`src/rtl/axis_pkg.sv`:
```
// Shared AXI-Stream definitions: default data width, master FSM states and
// the byte-wide data type used across the stream blocks.
package axis_pkg;

    localparam int AXIS_DATA_W = 8;

    typedef enum logic {
        IDLE = 1'b0,
        SEND = 1'b1
    } axis_m_state_t;

    typedef logic [AXIS_DATA_W-1:0] axis_data_t;

endpackage : axis_pkg

```
`src/rtl/axis_sync_fifo.sv`:
```
// Single-clock register-array FIFO with first-word fall-through read.
// rd_data always shows the entry at the read pointer; a push while full and
// a pop while empty are both ignored.
module axis_sync_fifo #(
    parameter int DATA_W = 8,
    parameter int DEPTH  = 16
) (
    input  logic                     clk,
    input  logic                     aresetn,
    input  logic                     wr_en,
    input  logic [DATA_W-1:0]        wr_data,
    input  logic                     rd_en,
    output logic [DATA_W-1:0]        rd_data,
    output logic                     full,
    output logic                     empty,
    output logic [$clog2(DEPTH):0]   count
);

    localparam int AW = $clog2(DEPTH);
    localparam int CW = AW + 1;

    logic [DATA_W-1:0] mem [DEPTH];
    logic [AW-1:0]     wr_ptr;
    logic [AW-1:0]     rd_ptr;
    logic              wr_ok;
    logic              rd_ok;

    assign full    = (count == CW'(DEPTH));
    assign empty   = (count == '0);
    assign wr_ok   = wr_en && !full;
    assign rd_ok   = rd_en && !empty;
    assign rd_data = mem[rd_ptr];

    // Storage write on an accepted push.
    // NOTE: the array has no reset; occupancy gates every read, so stale entries are never visible.
    always_ff @(posedge clk) begin
        if (wr_ok) begin
            mem[wr_ptr] <= wr_data;
        end
    end

    // Pointer and occupancy bookkeeping; pointers wrap naturally as DEPTH is a power of two.
    // NOTE: non-blocking assignments so every register samples pre-edge values of the others.
    always_ff @(posedge clk or negedge aresetn) begin
        if (!aresetn) begin
            wr_ptr <= '0;
            rd_ptr <= '0;
            count  <= '0;
        end else begin
            if (wr_ok) begin
                wr_ptr <= wr_ptr + AW'(1);
            end
            if (rd_ok) begin
                rd_ptr <= rd_ptr + AW'(1);
            end
            case ({wr_ok, rd_ok})
                2'b10:   count <= count + CW'(1);
                2'b01:   count <= count - CW'(1);
                default: count <= count;
            endcase
        end
    end

endmodule : axis_sync_fifo

```
`src/rtl/axis_m_pkt_gen.sv`:
```
// AXI-Stream packet generator: bytes pushed by a local producer are queued
// in a FIFO and, on a start pulse, a packet of the programmed length is sent
// on m_axis_* with tlast on the final beat. An empty FIFO mid-packet simply
// drops tvalid (a bubble) until the next byte lands.
module axis_m_pkt_gen
    import axis_pkg::*;
#(
    parameter int DATA_W = AXIS_DATA_W,
    parameter int DEPTH  = 16,
    parameter int LEN_W  = 8
) (
    input  logic                     m_axis_aclk,
    input  logic                     m_axis_aresetn,
    input  logic [DATA_W-1:0]        din,
    input  logic                     din_valid,
    output logic                     din_ready,
    input  logic                     start,
    input  logic [LEN_W-1:0]         pkt_len,
    output logic                     busy,
    output logic                     pkt_done,
    output logic                     m_axis_tvalid,
    output logic [DATA_W-1:0]        m_axis_tdata,
    output logic                     m_axis_tlast,
    input  logic                     m_axis_tready,
    output logic [$clog2(DEPTH):0]   fifo_count
);

    axis_m_state_t     state;
    logic [LEN_W-1:0]  len_q;
    logic [LEN_W-1:0]  beat_cnt;
    logic [DATA_W-1:0] head;
    logic              fifo_full;
    logic              fifo_empty;
    logic              handshake;

    axis_sync_fifo #(
        .DATA_W (DATA_W),
        .DEPTH  (DEPTH)
    ) u_fifo (
        .clk     (m_axis_aclk),
        .aresetn (m_axis_aresetn),
        .wr_en   (din_valid),
        .wr_data (din),
        .rd_en   (handshake),
        .rd_data (head),
        .full    (fifo_full),
        .empty   (fifo_empty),
        .count   (fifo_count)
    );

    // All stream outputs derive from registers only (state, count, counters),
    // never from tready, so they hold steady through backpressure.
    assign din_ready     = !fifo_full;
    assign busy          = (state == SEND);
    assign m_axis_tvalid = busy && !fifo_empty;
    assign m_axis_tdata  = m_axis_tvalid ? head : '0;
    assign m_axis_tlast  = m_axis_tvalid && (beat_cnt == len_q - LEN_W'(1));
    assign handshake     = m_axis_tvalid && m_axis_tready;

    // Packet FSM: latch length on start, count beats, return to IDLE on the tlast handshake.
    always_ff @(posedge m_axis_aclk or negedge m_axis_aresetn) begin
        if (!m_axis_aresetn) begin
            state    <= IDLE;
            len_q    <= '0;
            beat_cnt <= '0;
            pkt_done <= 1'b0;
        end else begin
            pkt_done <= 1'b0;
            case (state)
                IDLE: begin
                    if (start) begin
                        len_q    <= (pkt_len == '0) ? LEN_W'(1) : pkt_len;
                        beat_cnt <= '0;
                        state    <= SEND;
                    end
                end
                SEND: begin
                    if (handshake) begin
                        beat_cnt <= beat_cnt + LEN_W'(1);
                        if (m_axis_tlast) begin
                            state    <= IDLE;
                            pkt_done <= 1'b1;
                        end
                    end
                end
                default: state <= IDLE;
            endcase
        end
    end

endmodule : axis_m_pkt_gen

```
`config.mk`:
```
export PLATFORM = sky130hd
export DESIGN_NAME = axis_m_pkt_gen
export DESIGN_NICKNAME = d
export VERILOG_FILES = /design/src/rtl/axis_pkg.sv /design/src/rtl/axis_sync_fifo.sv /design/src/rtl/axis_m_pkt_gen.sv
export SDC_FILE = /design/constraint.sdc
export NUM_CORES = 1
export LEC_CHECK = 0
export CAP_MARGIN = 20
export CORE_ASPECT_RATIO = 1.1
export CORE_UTILIZATION = 54
export CTS_CLUSTER_SIZE = 24
export DETAILED_ROUTE_END_ITERATION = 8
export PLACE_DENSITY_LB_ADDON = 0.3
export SLEW_MARGIN = 10
export SYNTH_ARGS = -nofsm -noshare
export SYNTH_HDL_FRONTEND = slang
export SYNTH_HIERARCHICAL = 1
export SYNTH_SLANG_ARGS = --single-unit
```
`constraint.sdc`:
```
create_clock -name m_axis_aclk -period 2.88 [get_ports m_axis_aclk]
set_input_delay 0.576 -clock m_axis_aclk [delete_from_list [all_inputs] [get_ports m_axis_aclk]]
set_output_delay 0.576 -clock m_axis_aclk [all_outputs]
set_load 0.01 [all_outputs]
```
# Word-level counts from Yosys, hierarchy flattened
# Memories as Yosys holds them, arrays and structs flattened.
# Cells that the tools add are included.
dict set report totals {
  ram_bits 128
  elab_cells 48
  regBits 31
  mem_count 1
}
dict set report op_classes {
  reduce_logical 12
  n_bitwise 1
  muxes 15
  add_sub_neg 6
  n_eq_ne 6
}
# name words word_bits rd rd_clocked_by_memory_dff write_ports line
set mem_list {}
lappend mem_list {u_fifo.mem 16 8 1 0 1 axis_sync_fifo.sv:22} ;# logic [DATA_W-1:0] mem [DEPTH];
# operator n
set op_table {}
lappend op_table {{$mux W8} 4}
lappend op_table {{$pmux W8 S2} 1}
lappend op_table {{$pmux W5 S2} 1}
lappend op_table {{$add A4 B1 Y4 const B} 2}
lappend op_table {{$add A8 B1 Y8 const B} 1}
lappend op_table {{$eq A8 B8 Y1} 1}
lappend op_table {{$logic_not A8 Y1} 1}
lappend op_table {{$mux W1} 8}
lappend op_table {{$sub A8 B1 Y8 const B} 1}
lappend op_table {{$add A5 B1 Y5 const B} 1}
lappend op_table {{$eq A5 B5 Y1 const B} 1}
lappend op_table {{$logic_and A1 B1 Y1} 5}
lappend op_table {{$logic_not A5 Y1} 1}
lappend op_table {{$sub A5 B1 Y5 const B} 1}
lappend op_table {{$reduce_and A2 Y1} 2}
lappend op_table {{$eq A2 B1 Y1 const B} 1}
lappend op_table {{$eq A2 B2 Y1 const B} 1}
lappend op_table {{$logic_not A1 Y1} 2}
lappend op_table {{$ne A2 B1 Y1 const B} 1}
lappend op_table {{$ne A2 B2 Y1 const B} 1}
lappend op_table {{$pmux W1 S2} 1}
lappend op_table {{$reduce_bool A2 Y1} 1}
lappend op_table {{$not A1 Y1} 1}

# Logic depth before layout (Yosys ltp)
dict set report logic_depth {
  depth_word 7
  mapped_depth 14
  ltp_nobuf 13
}

# Hierarchy
# The synthesis kept the hierarchy.
# mod cells_per_inst area_per_inst_um2 seq_area_each_um2 n_inst
set modules_own_cells {}
lappend modules_own_cells {axis_sync_fifo 332 5779.3 4169.0 1}
lappend modules_own_cells {axis_m_pkt_gen 131 1119.8 450.4 1}

# Least setup slack after synthesis
# No wires, ideal clock.
dict set report synth_timing {
  kind {register to register}
  from {register u_fifo.count[1]}
  to {register u_fifo.count[4]}
  slack_ns -0.115
  required_ns 2.754
  path_stages_with_launch 14
  setup_ns 0.126
  arrival_time_ns 2.869
  n_path_buf 1
  path_cell_list {dfrtp_1 > nor4_2 > and2b_1 > nand3b_1 > inv_1 > nor2b_1 > buf_2 > ha_1 > ha_1 > nor2b_1 > o21ai_0 > a21oi_1 > or3b_1 > xnor2_1}
}
dict set report synth_between {
  elab_chain_cells 7
}
# item line
set synth_rtl {}
lappend synth_rtl {{start, declared} axis_sync_fifo.sv:16} ;# output logic [$clog2(DEPTH):0] count
lappend synth_rtl {{start signal, assigned} axis_sync_fifo.sv:57} ;# 2'b10: count <= count + CW'(1);
lappend synth_rtl {{start signal, assigned} axis_sync_fifo.sv:58} ;# 2'b01: count <= count - CW'(1);
lappend synth_rtl {{start signal, assigned} axis_sync_fifo.sv:59} ;# default: count <= count;
lappend synth_rtl {{$logic_not A5 Y1 (*)} axis_sync_fifo.sv:29} ;# assign empty = (count == '0);
lappend synth_rtl {{via fifo_empty} axis_m_pkt_gen.sv:33} ;# logic fifo_empty;
lappend synth_rtl {{$logic_not A1 Y1 (*)} axis_m_pkt_gen.sv:55} ;# assign m_axis_tvalid = busy && !fifo_empty;
lappend synth_rtl {{$logic_and A1 B1 Y1 (*)} axis_m_pkt_gen.sv:55}
lappend synth_rtl {{$logic_and A1 B1 Y1 (*)} axis_m_pkt_gen.sv:58} ;# assign handshake = m_axis_tvalid && m_axis_tready;
lappend synth_rtl {{via handshake} axis_m_pkt_gen.sv:34} ;# logic handshake;
lappend synth_rtl {{$logic_and A1 B1 Y1 (*)} axis_sync_fifo.sv:31} ;# assign rd_ok = rd_en && !empty;
lappend synth_rtl {{via u_fifo.rd_ok} axis_sync_fifo.sv:26} ;# logic rd_ok;
lappend synth_rtl {{$eq A2 B1 Y1 or $eq A2 B2 Y1 (tied branches)} axis_sync_fifo.sv:56} ;# case ({wr_ok, rd_ok})
lappend synth_rtl {{$pmux W5 S2 or $reduce_bool A2 Y1 (tied branches)} --}
# Mark *: on every way through the listed nets, which the timed path passes. The rest lies on a longest branch.
# A chain may end at the register's enable or synchronous reset.

# Final worst setup path
dict set report layout_timing {
  from {register u_fifo.rd_ptr[0]}
  to {output port m_axis_tdata[4]}
}
dict set report layout_between {
  elab_chain_cells 2
}
# item line
set layout_rtl {}
lappend layout_rtl {{start, declared} axis_sync_fifo.sv:24} ;# logic [AW-1:0] rd_ptr;
lappend layout_rtl {{start signal, assigned} axis_sync_fifo.sv:54} ;# rd_ptr <= rd_ptr + AW'(1);
lappend layout_rtl {{$mem_v2 Z16 W8} --}
lappend layout_rtl {{via head[4]} axis_m_pkt_gen.sv:31} ;# logic [DATA_W-1:0] head;
lappend layout_rtl {{$mux W8} axis_m_pkt_gen.sv:56} ;# assign m_axis_tdata = m_axis_tvalid ? head : '0;
lappend layout_rtl {{end, declared} axis_m_pkt_gen.sv:22} ;# output logic [DATA_W-1:0] m_axis_tdata,
# The timed path passes the listed nets, and every way through them passes these cells.

==> results.json <==
{
  "rsz0062_at_grt": "yes",
  "holdWs_ns": 0.5347,
  "ys_seq_area_share_pct": 66.96,
  "drt_iter0_markers": 335,
  "setup_tns_ns": 0,
  "utilization_pct": 70.69,
  "final_common_cell": "edfxtp_1",
  "period_share_pct": 99.68,
  "synth-compound-area-share_pct": 5.967,
  "timing.final.crit_period_ns": 2.871,
  "grt_usage_pct": 24.76,
  "synth_cell_types": 47,
  "clock-skew-final_ns": 0.009933,
  "io_buffers": 38,
  "fillCellCount": 771,
  "async_reset_ff_share_pct": 19.50,
  "num_io_pins": 39,
  "finalNetCount": 589,
  "grt_overflow_total": 0,
  "htreeDepth": 4,
  "arrival_ns": 2.29,
  "gp_congestion": 0.7865,
  "yosys.area_share.adder_pct": 2.285,
  "synth_edf_count": 128,
  "via_per_inst": 5.934,
  "start_util_pct": 56.35,
  "cts_max_path_buffers": 2,
  "path_clk_slew_ns": 0.07,
  "synth_seq_cells": 159,
  "syn_avg_cell_area_um2": 14.90,
  "cp.required_ns": 2.30,
  "firstDrtPassIters": 8,
  "max_freq_mhz": 348.4,
  "yosys.area_share.simple_pct": 8.379,
  "critPathLaunchType": "register",
  "multi_input_area_um2": 2301,
  "diodes": 0,
  "drc": 0,
  "wl_mm": 15.56,
  "synth_nets": 496,
  "synth_top_family_by_area": "multiplexers",
  "synth_top_flop_cell": "edfxtp_1",
  "grt_pass1_wl_mm": 23.02,
  "final_cell_mix": "edfxtp_1, buf_4, nand2_1, clkdlybuf4s50_1, dfrtp_1",
  "power_density_nw_per_um2": 1075,
  "p_leak_nw": 3.207,
  "cts_tree": "built",
  "critical_path_class": "register to output pin",
  "finalHoldViolations": 0,
  "numCtsBuffers": 17,
  "drv_slew": 0,
  "core_area_um2": 12240,
  "crit_path_end_kind": "output pin",
  "worstMarginPinSlew_ns": 0.6079,
  "cts_sinks": 159,
  "synth.area.mux_share_pct": 10.37,
  "syn_inst": 463,
  "wl_per_cell_um": 21.52,
  "syn_area_um2": 6899,
  "grt_max_degree": 32,
  "area_growth_pct": 25.46,
  "status": "completed",
  "rows": 42,
  "slew_headroom_pct": 59.34,
  "grt_pass1_vias": 4242,
  "synth_warnings": 6,
  "setup_viol": 0,
  "hp-class": "register to register",
  "ir_drop_v": 0.0006148,
  "antenna_found_initial": 0,
  "dieArea_um2": 13230,
  "vias": 4290,
  "fp.dieW_um": 109.8,
  "die_h_um": 120.6,
  "dp_hpwl_mm": 9.087,
  "ant_nets": 0,
  "synth_xor_area_share_pct": 3.047,
  "crit_fanout": 6,
  "cts_root_buf": "clkbuf_16",
  "layout-drive-gt1-share_pct": 31.46,
  "clk_latency_ns": 0.43,
  "cap_violations": 0,
  "register_area_um2": 4627
}
[final timing paths]
check	startpoint	endpoint	slack [ns]	depth (start not counted)
min	u_fifo/count[4]	u_fifo/count[4]	0.53	1
max reg2reg	u_fifo/count[0]	u_fifo/count[4]	0.11	13
max in group asynchronous	m_axis_aresetn	u_fifo/rd_ptr[3]	2.00	2
min reg2reg	u_fifo/count[4]	u_fifo/count[4]	0.53	1
max	u_fifo/rd_ptr[0]	m_axis_tdata[4]	0.009	9
min in group asynchronous	m_axis_aresetn	u_fifo/wr_ptr[0]	0.56	2
[metal layers]
layer	up-vias	GRT usage (%)	wire (µm)
met2	178	40.45	8037
met4	0	9.083	458
met3	46	5.768	883
met1	2146	32.29	6176
li1	1920	-	-
met5	-	0	0
[state kept, by name, summed over array words and instances, names as in the netlist]
| register | count |
|---|---|
| u_fifo/mem | 128 |
| busy | 1 |
| pkt_done | 1 |
| len_q | 8 |
| u_fifo/wr_ptr | 4 |
| u_fifo/rd_ptr | 4 |
| u_fifo/count | 5 |
| beat_cnt | 8 |
[kinds of logic after synthesis]
family / Yosys count
buffers and inverters: 36
muxes: 50
and+or+nand+nor: 116
AOI/OAI and AO/OA: 66
xor gates and xnor gates: 24
DFF: 159
adders and majority gates: 12
[worst max-delay path, cell delays in order, from the launching register on]
cell	delay, ns
dfrtp_2	0.47
buf_6	0.17
buf_16	0.14
buf_4	0.15
mux2i_1	0.12
a221oi_2	0.36
o21ai_1	0.14
nand2_1	0.08
and2_1	0.11
buf_2	0.12
[layout make-up]
cell class	instances	share of cell area, %
clock buffer	18	4.958
clock inverter	14	1.402
inverter	12	0.5204
multi-input combinational	268	26.58
sequential	159	53.45
tap	154	2.226
timing repair buffer	98	10.86
[power by group]
group	total, mW	internal (mW)	leakage [nW]	switching, mW
logic	3.95	1.98	1.41	1.97
clock network	2.09	1.14	0.273	0.959
registers	3.26	2.88	1.53	0.385
[Yosys cell counts (all sizes together), types with 2 or more instances]
cell type | instances | share of area, %
a211oi | 3 | 0.40
a21oi | 15 | 1.1
a221oi | 8 | 1.0
a22oi | 8 | 0.87
and2 | 11 | 1.0
and3 | 3 | 0.27
buf | 16 | 1.9
clkbuf | 8 | 0.44
dfrtp | 31 | 11
edfxtp | 128 | 56
ha | 11 | 2.0
inv | 12 | 0.65
mux2 | 9 | 1.5
mux2i | 25 | 3.6
mux4 | 16 | 5.2
nand2 | 45 | 2.5
nand2b | 5 | 0.45
nand3 | 5 | 0.36
nand3b | 2 | 0.22
nand4 | 2 | 0.18
nor2 | 21 | 1.1
nor2b | 5 | 0.45
nor3 | 9 | 0.65
nor4 | 3 | 0.58
o21ai | 25 | 1.8
o31ai | 2 | 0.22
xnor2 | 13 | 1.7
xor2 | 11 | 1.4
[timing repair]
action / 4_1_cts / 5_1_grt
gates resized for setup: 66 / 46
gates cloned: 4 / 0
setup buffers: 14 / 8
setup endpoints to repair: 9 / 10
pin swaps: 25 / 26
hold buffers: 0 / 0
[stage by stage]
step	cells	setup slack, ns	area [µm²]	total power [mW]
2_1_floorplan	463	0.03635	6917	5.276
3_3_place_gp	668	-0.08652	7632	6.303
3_5_place_dp	668	-0.2046	7632	6.417
4_1_cts	717	-0.05868	8493	8.986
5_1_grt	723	-0.09947	8656	9.735
6_report	723	0.009341	8656	9.305
(Power assumes the default switching activity.)
